File: src/rtl/hazard_stall_ctrl.sv
// Pipeline hazard and stall controller for a classic five-stage pipeline.
// Resolves memory wait, taken-branch flush and load-use stalls by priority,
// and keeps a memory-wait watchdog plus two saturating performance counters.
module hazard_stall_ctrl (
  input  logic        clk,
  input  logic        rst,
  input  logic        idex_memread,
  input  logic [4:0]  idex_rd,
  input  logic [4:0]  ifid_rs1,
  input  logic [4:0]  ifid_rs2,
  input  logic        ifid_uses_rs2,
  input  logic        branch_taken,
  input  logic        exmem_memread,
  input  logic        exmem_memwrite,
  input  logic        dmem_ready,
  input  logic        counter_clr,
  output logic        pc_write,
  output logic        ifid_write,
  output logic        ifid_flush,
  output logic        idex_flush,
  output logic        idex_bubble,
  output logic        exmem_hold,
  output logic        memwb_bubble,
  output logic        mem_timeout,
  output logic [15:0] stall_cycles,
  output logic [15:0] flush_count
);

  typedef enum logic {
    RUN      = 1'b0,
    MEM_WAIT = 1'b1
  } state_e;

  state_e      state_q, state_d;
  logic [7:0]  wait_cnt_q, wait_cnt_d;
  logic        mem_timeout_q, mem_timeout_d;
  logic [15:0] stall_cycles_q, stall_cycles_d;
  logic [15:0] flush_count_q, flush_count_d;

  logic load_use;
  logic mem_busy;

  // Hazard detection: EX-stage load feeding an ID-stage source, and an unfinished data access.
  always_comb begin
    load_use = idex_memread && (idex_rd != 5'd0) &&
               ((idex_rd == ifid_rs1) || (ifid_uses_rs2 && (idex_rd == ifid_rs2)));
    mem_busy = (exmem_memread || exmem_memwrite) && !dmem_ready;
  end

  // Prioritised control outputs and next state; a wait ends in the same cycle dmem_ready rises.
  always_comb begin
    // NOTE: every output gets a default before the branches, so no path can leave one unassigned and infer a latch.
    pc_write     = 1'b1;
    ifid_write   = 1'b1;
    ifid_flush   = 1'b0;
    idex_flush   = 1'b0;
    idex_bubble  = 1'b0;
    exmem_hold   = 1'b0;
    memwb_bubble = 1'b0;
    state_d      = state_q;

    if (rst) begin
      // Reset drops any pending wait at once and fills the front of the pipe with NOPs.
      pc_write     = 1'b0;
      ifid_write   = 1'b0;
      ifid_flush   = 1'b1;
      idex_flush   = 1'b1;
      memwb_bubble = 1'b1;
      state_d      = RUN;
    end else if (mem_busy) begin
      // Freeze everything upstream of MEM; a held branch waits here and flushes on release.
      pc_write     = 1'b0;
      ifid_write   = 1'b0;
      exmem_hold   = 1'b1;
      memwb_bubble = 1'b1;
      state_d      = MEM_WAIT;
    end else begin
      state_d = RUN;
      if (branch_taken) begin
        // The redirect squashes the younger instructions, so a load-use stall on them is moot.
        ifid_flush = 1'b1;
        idex_flush = 1'b1;
      end else if (load_use) begin
        pc_write    = 1'b0;
        ifid_write  = 1'b0;
        idex_bubble = 1'b1;
      end
    end
  end

  // Watchdog and performance counter next values; clear and reset win over any increment.
  always_comb begin
    wait_cnt_d     = wait_cnt_q;
    mem_timeout_d  = mem_timeout_q;
    stall_cycles_d = stall_cycles_q;
    flush_count_d  = flush_count_q;

    if (rst || !mem_busy) begin
      wait_cnt_d = 8'd0;
    end else if ((state_q == MEM_WAIT) && (wait_cnt_q != 8'hFF)) begin
      wait_cnt_d = wait_cnt_q + 8'd1;
    end

    if (rst) begin
      mem_timeout_d = 1'b0;
    end else if (wait_cnt_d == 8'hFF) begin
      mem_timeout_d = 1'b1;
    end

    if (rst || counter_clr) begin
      stall_cycles_d = 16'd0;
      flush_count_d  = 16'd0;
    end else begin
      if (!pc_write && (stall_cycles_q != 16'hFFFF)) begin
        stall_cycles_d = stall_cycles_q + 16'd1;
      end
      if (ifid_flush && (flush_count_q != 16'hFFFF)) begin
        flush_count_d = flush_count_q + 16'd1;
      end
    end
  end

  // State and counter registers; reset is folded into the next-state logic above.
  always_ff @(posedge clk) begin
    // NOTE: non-blocking assignments so every register samples the pre-edge values of the others.
    state_q        <= state_d;
    wait_cnt_q     <= wait_cnt_d;
    mem_timeout_q  <= mem_timeout_d;
    stall_cycles_q <= stall_cycles_d;
    flush_count_q  <= flush_count_d;
  end

  assign mem_timeout  = mem_timeout_q;
  assign stall_cycles = stall_cycles_q;
  assign flush_count  = flush_count_q;

endmodule

File: config.mk
export PLATFORM = sky130hd
export DESIGN_NAME = hazard_stall_ctrl
export DESIGN_NICKNAME = d
export VERILOG_FILES = /design/src/rtl/hazard_stall_ctrl.sv
export SDC_FILE = /design/constraint.sdc
export NUM_CORES = 1
export LEC_CHECK = 0
export BUFFER_PORTS_ARGS = -buffer_cell sky130_fd_sc_hd__buf_2
export CORE_ASPECT_RATIO = 1.5
export CORE_MARGIN = 8
export CORE_UTILIZATION = 40
export CTS_CLUSTER_DIAMETER = 40
export DETAILED_ROUTE_END_ITERATION = 8
export PLACE_DENSITY_LB_ADDON = 0.2
export RECOVER_POWER = 50
export SETUP_SLACK_MARGIN = 0.4
export SYNTH_ARGS = -nofsm -noshare
export SYNTH_HDL_FRONTEND = slang
export SYNTH_SLANG_ARGS = --single-unit
File: constraint.sdc
create_clock -name clk -period 4.8 [get_ports clk]
set_input_delay 0.24 -clock clk [delete_from_list [all_inputs] [get_ports clk]]
set_output_delay 0.24 -clock clk [all_outputs]
set_load 0.01 [all_outputs]
==> flow_summary.yaml, run 1 <==
run_status:
  status: "completed"
global_routing:
  grt_pass1_vias: 2190
  grtUsageTotal: 0.141
  grt_max_degree: 29
  grt_antenna_before_repair: 0
  overflow: 0
  grt_pass1_wl_um: 9940
power_and_ir_drop:
  total_leakage_power_uw: 0.000982
  power_uw: 686
  powerDensity_nw_per_um2: 256
  peakVddDrop_mv: 0.140
timing:
  tightest_slew_ns: 0.726
  rsz0062_at_grt: "no"
  period_needed_ns: 2.10
  finalSetupTns_ns: 0
  timing.final.crit_share: 0.438
  max_slew_margin: 0.515
  fmaxAchievable_ghz: 0.476
  layout_setup_ws_ns: 2.70
  slew_viol_final: 0
  hold_viol: 0
  setup-violations-final: 0
  clock_skew_ns: 0.00440
synthesis:
  synthTopCellsByArea: "dfxtp_1 (37%), xor2_1 (7.3%), nor2_1 (5.4%)"
  synth_flop_cell: "dfxtp_1"
  synth_edf_count: 0
  yosysWarnings: 0
  synth_top_area_share: 0.367
  synth.net_count: 297
  syn_area_um2: 2290
  synth_compound_area_frac: 0.181
  yosys.area_share.simple: 0.286
  yosys.area_share.adder: 0.0164
  synth_xor_area_frac: 0.0918
  postSynth.asyncResetShare: 0
  yosysTopAreaCell: "dfxtp_1"
  postSynthCellCount: 270
  ys_ff_latch: 42
  ys_types: 52
  synth.mux.area_fraction: 0.0131
  ys_seq_area_frac: 0.367
  synth_top_family_by_area: "simple AND/OR/NAND/NOR gates"
  avgSynthCellArea_um2: 8.48
route:
  routed.top_layer: "met4"
  via_per_inst: 5.34
  num_vias: 2156
  drc: 0
  met1_length_um: 2450
  routed-wl-met3_um: 453
  ant_nets: 0
  wl_met2_um: 2690
  wl_per_cell_um: 14.1
  first_iter_violations: 80
  first_pass_iters: 4
  wirelength_um: 5700
clock_tree:
  cts_resized: 0
  clk_pin_slew_ns: 0.08
  clockRootBuffer: "clkbuf_8"
  cts_tree: "done"
  cts_setup_buffers: 0
  cts-buffers-inserted: 5
  clock_path_buffers: 2
  htree_levels: 2
  cts_hold_buf: 0
  clk_latency_ns: 0.29
  clkSinkCount: 42
placement:
  dp_hpwl_um: 4420
  dp_slack_ns: 2.69
  place_inst: 396
  place_area_um2: 2620
  gp_congestion: 0.802
  port_buffers: 63
critical_path:
  rr_worst_depth: 5
  r2r_slack_ns: 2.70
  crit_slowest_cell: "nor2_1"
  critPathMaxStageDelay_ns: 0.56
  r2r_start: "stall_cycles[0]"
  cp-end-kind: "flip-flop"
  arrival_ns: 2.29
  worstSetupPathType: "reg2reg"
  crit_chain: "ha_1 > a221o_1 > nor2_1 > a31oi_1 > a41o_1"
  worstSetupStartpointType: "flip-flop"
  path_max_fanout: 11
  cp_data_required_time_ns: 4.99
  worst_r2r_endpoint: "stall_cycles[9]"
floorplan:
  die_w_um: 77.8
  dieArea_um2: 8450
  die_y_um: 109
  initial_core_util: 0.405
  rows: 34
  io_pins: 64
  core_um2: 5660
cells_and_area:
  final_common_cell: "dfxtp_1"
  drive_gt1_frac: 0.154
  final_cells: 404
  antenna_cells: 0
  layout_common_cells: "dfxtp_1 (42), clkbuf_1 (37), nor2_1 (33)"
  area_growth_syn_to_layout_pct: 17.0
  final_area_um2: 2680
  nNetsFinal: 358
hold_path:
  whs_path_depth: 2
  hp-class: "in2reg"
  hp-start: "rst"
  holdPathEnd: "mem_timeout"
job:
  cap_violations: 0
==> report_power, final <==
group          internal (uW)  leakage [uW]  switching, uW
clock network            156     0.0000524            120
registers                350      0.000339           2.72
logic                   23.0      0.000591           34.6
==> state kept, by name (all words and copies together), names as in the netlist <==
register and cells:
stall_cycles 16, wait_cnt_q 8, flush_count 16, state_q 1, mem_timeout 1
==> critical path, delay by kind of cell (launching register included) <==
| kind | cells | cell delay, ns |
|---|---|---|
| simple gates | 1 | 0.56 |
| fa+ha+maj | 1 | 0.33 |
| flops | 1 | 0.35 |
| compound gates | 3 | 0.76 |
==> worst max path at each step <==
stage	start	to	slack (ns)
5_1_grt	stall_cycles[0]	stall_cycles[7]	2.53
3_3_place_gp	idex_rd[3]	stall_cycles[7]	2.75
4_1_cts	stall_cycles[0]	stall_cycles[9]	2.69
6_report	stall_cycles[0]	stall_cycles[9]	2.70
2_1_floorplan	idex_rd[1]	pc_write	3.09
3_5_place_dp	idex_rd[3]	stall_cycles[9]	2.69
==> logic make-up after synthesis <==
kind of cell	after synthesis
adder cells (fa/ha/maj)	3
buffers and inverters	15
AND/OR/NAND/NOR	126
multiplexers	3
AO/OA/AOI/OAI	57
XOR/XNOR	24
flip-flops	42
==> synth_stat cells, drive strengths merged (3+ instances only) <==
cell and count:
nand2 25, buf 5, nand3 11, nand4 13, and3 10, nor2b 3, dfxtp 42, clkbuf 3
a211oi 3, mux2i 3, xnor2 5, a21oi 18, o21ai 14, and4 3, nor2 33, xor2 19
a31oi 6, a31o 3, inv 6, and2 5, or3 12, ha 3
==> stage by stage <==
stage | utilization | hold slack [ns]
2_1_floorplan | - | 0.349
3_5_place_dp | 0.462 | 0.450
4_1_cts | 0.481 | 0.217
3_3_place_gp | 0.462 | 0.453
5_1_grt | 0.473 | 0.232
6_report | 0.473 | 0.226
==> area by class of cell <==
class / instances / area, um2
fill: 613 / 2980
multi-input combinational: 213 / 1350
sequential: 42 / 841
timing repair buffer: 63 / 272
tap: 72 / 90.1
clock buffer: 7 / 76.3
clock inverter: 1 / 30.0
inverter: 6 / 22.5
==> metal layers <==
layer	vias up	global-route usage
met2	66	0.244
met1	991	0.153
li1	1089	-
met5	-	0
met3	10	0.0528
met4	0	0.0528
Power figures use the tool's default switching activity.
==> run 2: changes to the inputs <==
==> constraint.sdc (replaced) <==
create_clock -name clk -period 1.8 [get_ports clk]
set_input_delay 0.09 -clock clk [delete_from_list [all_inputs] [get_ports clk]]
set_output_delay 0.09 -clock clk [all_outputs]
set_load 0.01 [all_outputs]
==> run 2 against run 1 <==
- sequential cell count unchanged
- critical path type unchanged
- die area unchanged
- fmax increased by 18%
- core utilization increased by 16 points
- combinational power increased to 4.7 times the previous value
- clock power increased to 2.7 times the previous value
==> flow_summary.yaml, run 2 (synthesis gave the netlist of run 1 again) <==
clock_tree:
  cts-buffers-inserted: 5
  htree_levels: 2
  clockRootBuffer: "clkbuf_8"
  clkSinkCount: 42
  clk_latency_ns: 0.30
  clk_pin_slew_ns: 0.08
  cts_tree: "done"
  cts_hold_buf: 0
  clock_path_buffers: 2
placement:
  port_buffers: 63
  gp_congestion: 0.786
  place_area_um2: 2890
  dp_slack_ns: 0.0316
  dp_hpwl_um: 4550
job:
  cap_violations: 0
timing:
  clock_skew_ns: 0.0153
  timing.final.crit_share: 0.985
  tightest_slew_ns: 0.709
  fmaxAchievable_ghz: 0.564
  period_needed_ns: 1.77
  layout_setup_ws_ns: 0.0262
  slew_viol_final: 0
  hold_viol: 0
  timing.hold.ws_ns: 0.0812
  max_slew_margin: 0.528
  rsz0062_at_grt: "yes"
  setup-violations-final: 0
route:
  drc: 0
  num_vias: 2455
  ant_nets: 0
  first_pass_iters: 4
  via_per_inst: 5.40
  wl_per_cell_um: 16.0
  wirelength_um: 7260
  first_iter_violations: 85
critical_path:
  cp-end-kind: "flip-flop"
  r2r_start: "stall_cycles[3]"
  arrival_ns: 2.00
  path_max_fanout: 6
  r2r_slack_ns: 0.03
  cp_data_required_time_ns: 2.03
  crit_end: "stall_cycles[15]"
  worst_r2r_endpoint: "stall_cycles[15]"
  worstSetupStartpointType: "flip-flop"
  cp-startpoint: "stall_cycles[3]"
  worstSetupPathType: "reg2reg"
  rr_worst_depth: 7
cells_and_area:
  nNetsFinal: 409
  n_fill_cell: 496
  layout_common_cells: "buf_2 (44), buf_4 (35), dfxtp_1 (34)"
  fin_util: 0.635
  final_common_cell: "buf_2"
  final_area_um2: 3590
  antenna_cells: 0
  area_growth_syn_to_layout_pct: 57.0
  drive_gt1_frac: 0.467
floorplan:
  dieArea_um2: 8450
  io_pins: 64
  rows: 34
  die_y_um: 109
  initial_core_util: 0.405
  die_w_um: 77.8
  core_um2: 5660
global_routing:
  overflow: 0
  grt_antenna_before_repair: 0
  grtUsageTotal: 0.157
  grt_pass1_wl_um: 11000
  grt_max_degree: 29
  grt_pass1_vias: 2409
power_and_ir_drop:
  powerDensity_nw_per_um2: 540
  total_leakage_power_uw: 0.00142
  peakVddDrop_mv: 0.311
  power_uw: 1940
hold_path:
  hp-class: "in2reg"
  whs_path_depth: 3
run_status:
  status: "completed"
run 2: cell types whose count changed in the layout (fill, tap and decap cells not counted), moves of 5 or more:
cell and delta:
buf_6 +7, buf_2 +16, or3_1 -5, clkbuf_1 -17, nand2_1 -5, dfxtp_1 -8, and3_1 -7, buf_4 +35
or3_4 +5, dfxtp_4 +5, nand3_1 -5, and3_4 +7
run 2: worst min path at each step:
stage	slack (ns)	start	to
3_5_place_dp	0.38	counter_clr	stall_cycles[5]
5_1_grt	0.09	counter_clr	stall_cycles[5]
4_1_cts	0.06	counter_clr	stall_cycles[5]
3_3_place_gp	0.38	counter_clr	stall_cycles[5]
6_report	0.08	counter_clr	stall_cycles[5]
2_1_floorplan	0.20	rst	mem_timeout
run 2: timing repair:
action | 4_1_cts | 5_1_grt
setup endpoints to repair | 33 | 37
buffers inserted | 21 | 13
cloned | 2 | 2
resized for setup | 26 | 43
pin swaps | 26 | 40
run 2: routing by layer:
layer / vias to the layer above / track usage / wire [um] / part of all wire
met3: 19 / 0.0421 / 346 / 0.048
met1: 1158 / 0.159 / 2670 / 0.37
met4: 0 / 0.0569 / 201 / 0.028
met2: 78 / 0.300 / 4040 / 0.56
li1: 1200 / - / - / -
met5: - / 0 / 0 / 0
run 2: report_power, final:
| part | internal, uW | switching, uW |
|---|---|---|
| sequential | 927 | 9.40 |
| combinational | 137 | 134 |
| clock | 397 | 337 |
| total | 1460 | 481 |
run 2: area by class of cell:
type	instances	area, um2	share of cell area
clock buffers	8	111	0.0310
inverters	6	22.5	0.00627
multi-input cells	214	1700	0.473
flip-flops and latches	42	863	0.240
well taps	72	90.1	0.0251
repair buffers	113	808	0.225
run 2: worst max-delay path, cell delays in order (launching register included):
cell	delay [ns]
dfxtp_1	0.35
nand4_1	0.15
buf_4	0.18
nor4_4	0.32
a221o_2	0.29
nor2_4	0.09
a31o_1	0.22
a21oi_2	0.11
run 2: through the flow:
stage,TNS [ns],instances
global placement,0,409
detailed placement,0,409
floorplan,0,270
global route,-0.0652,455
finish,0,455
CTS,0,440
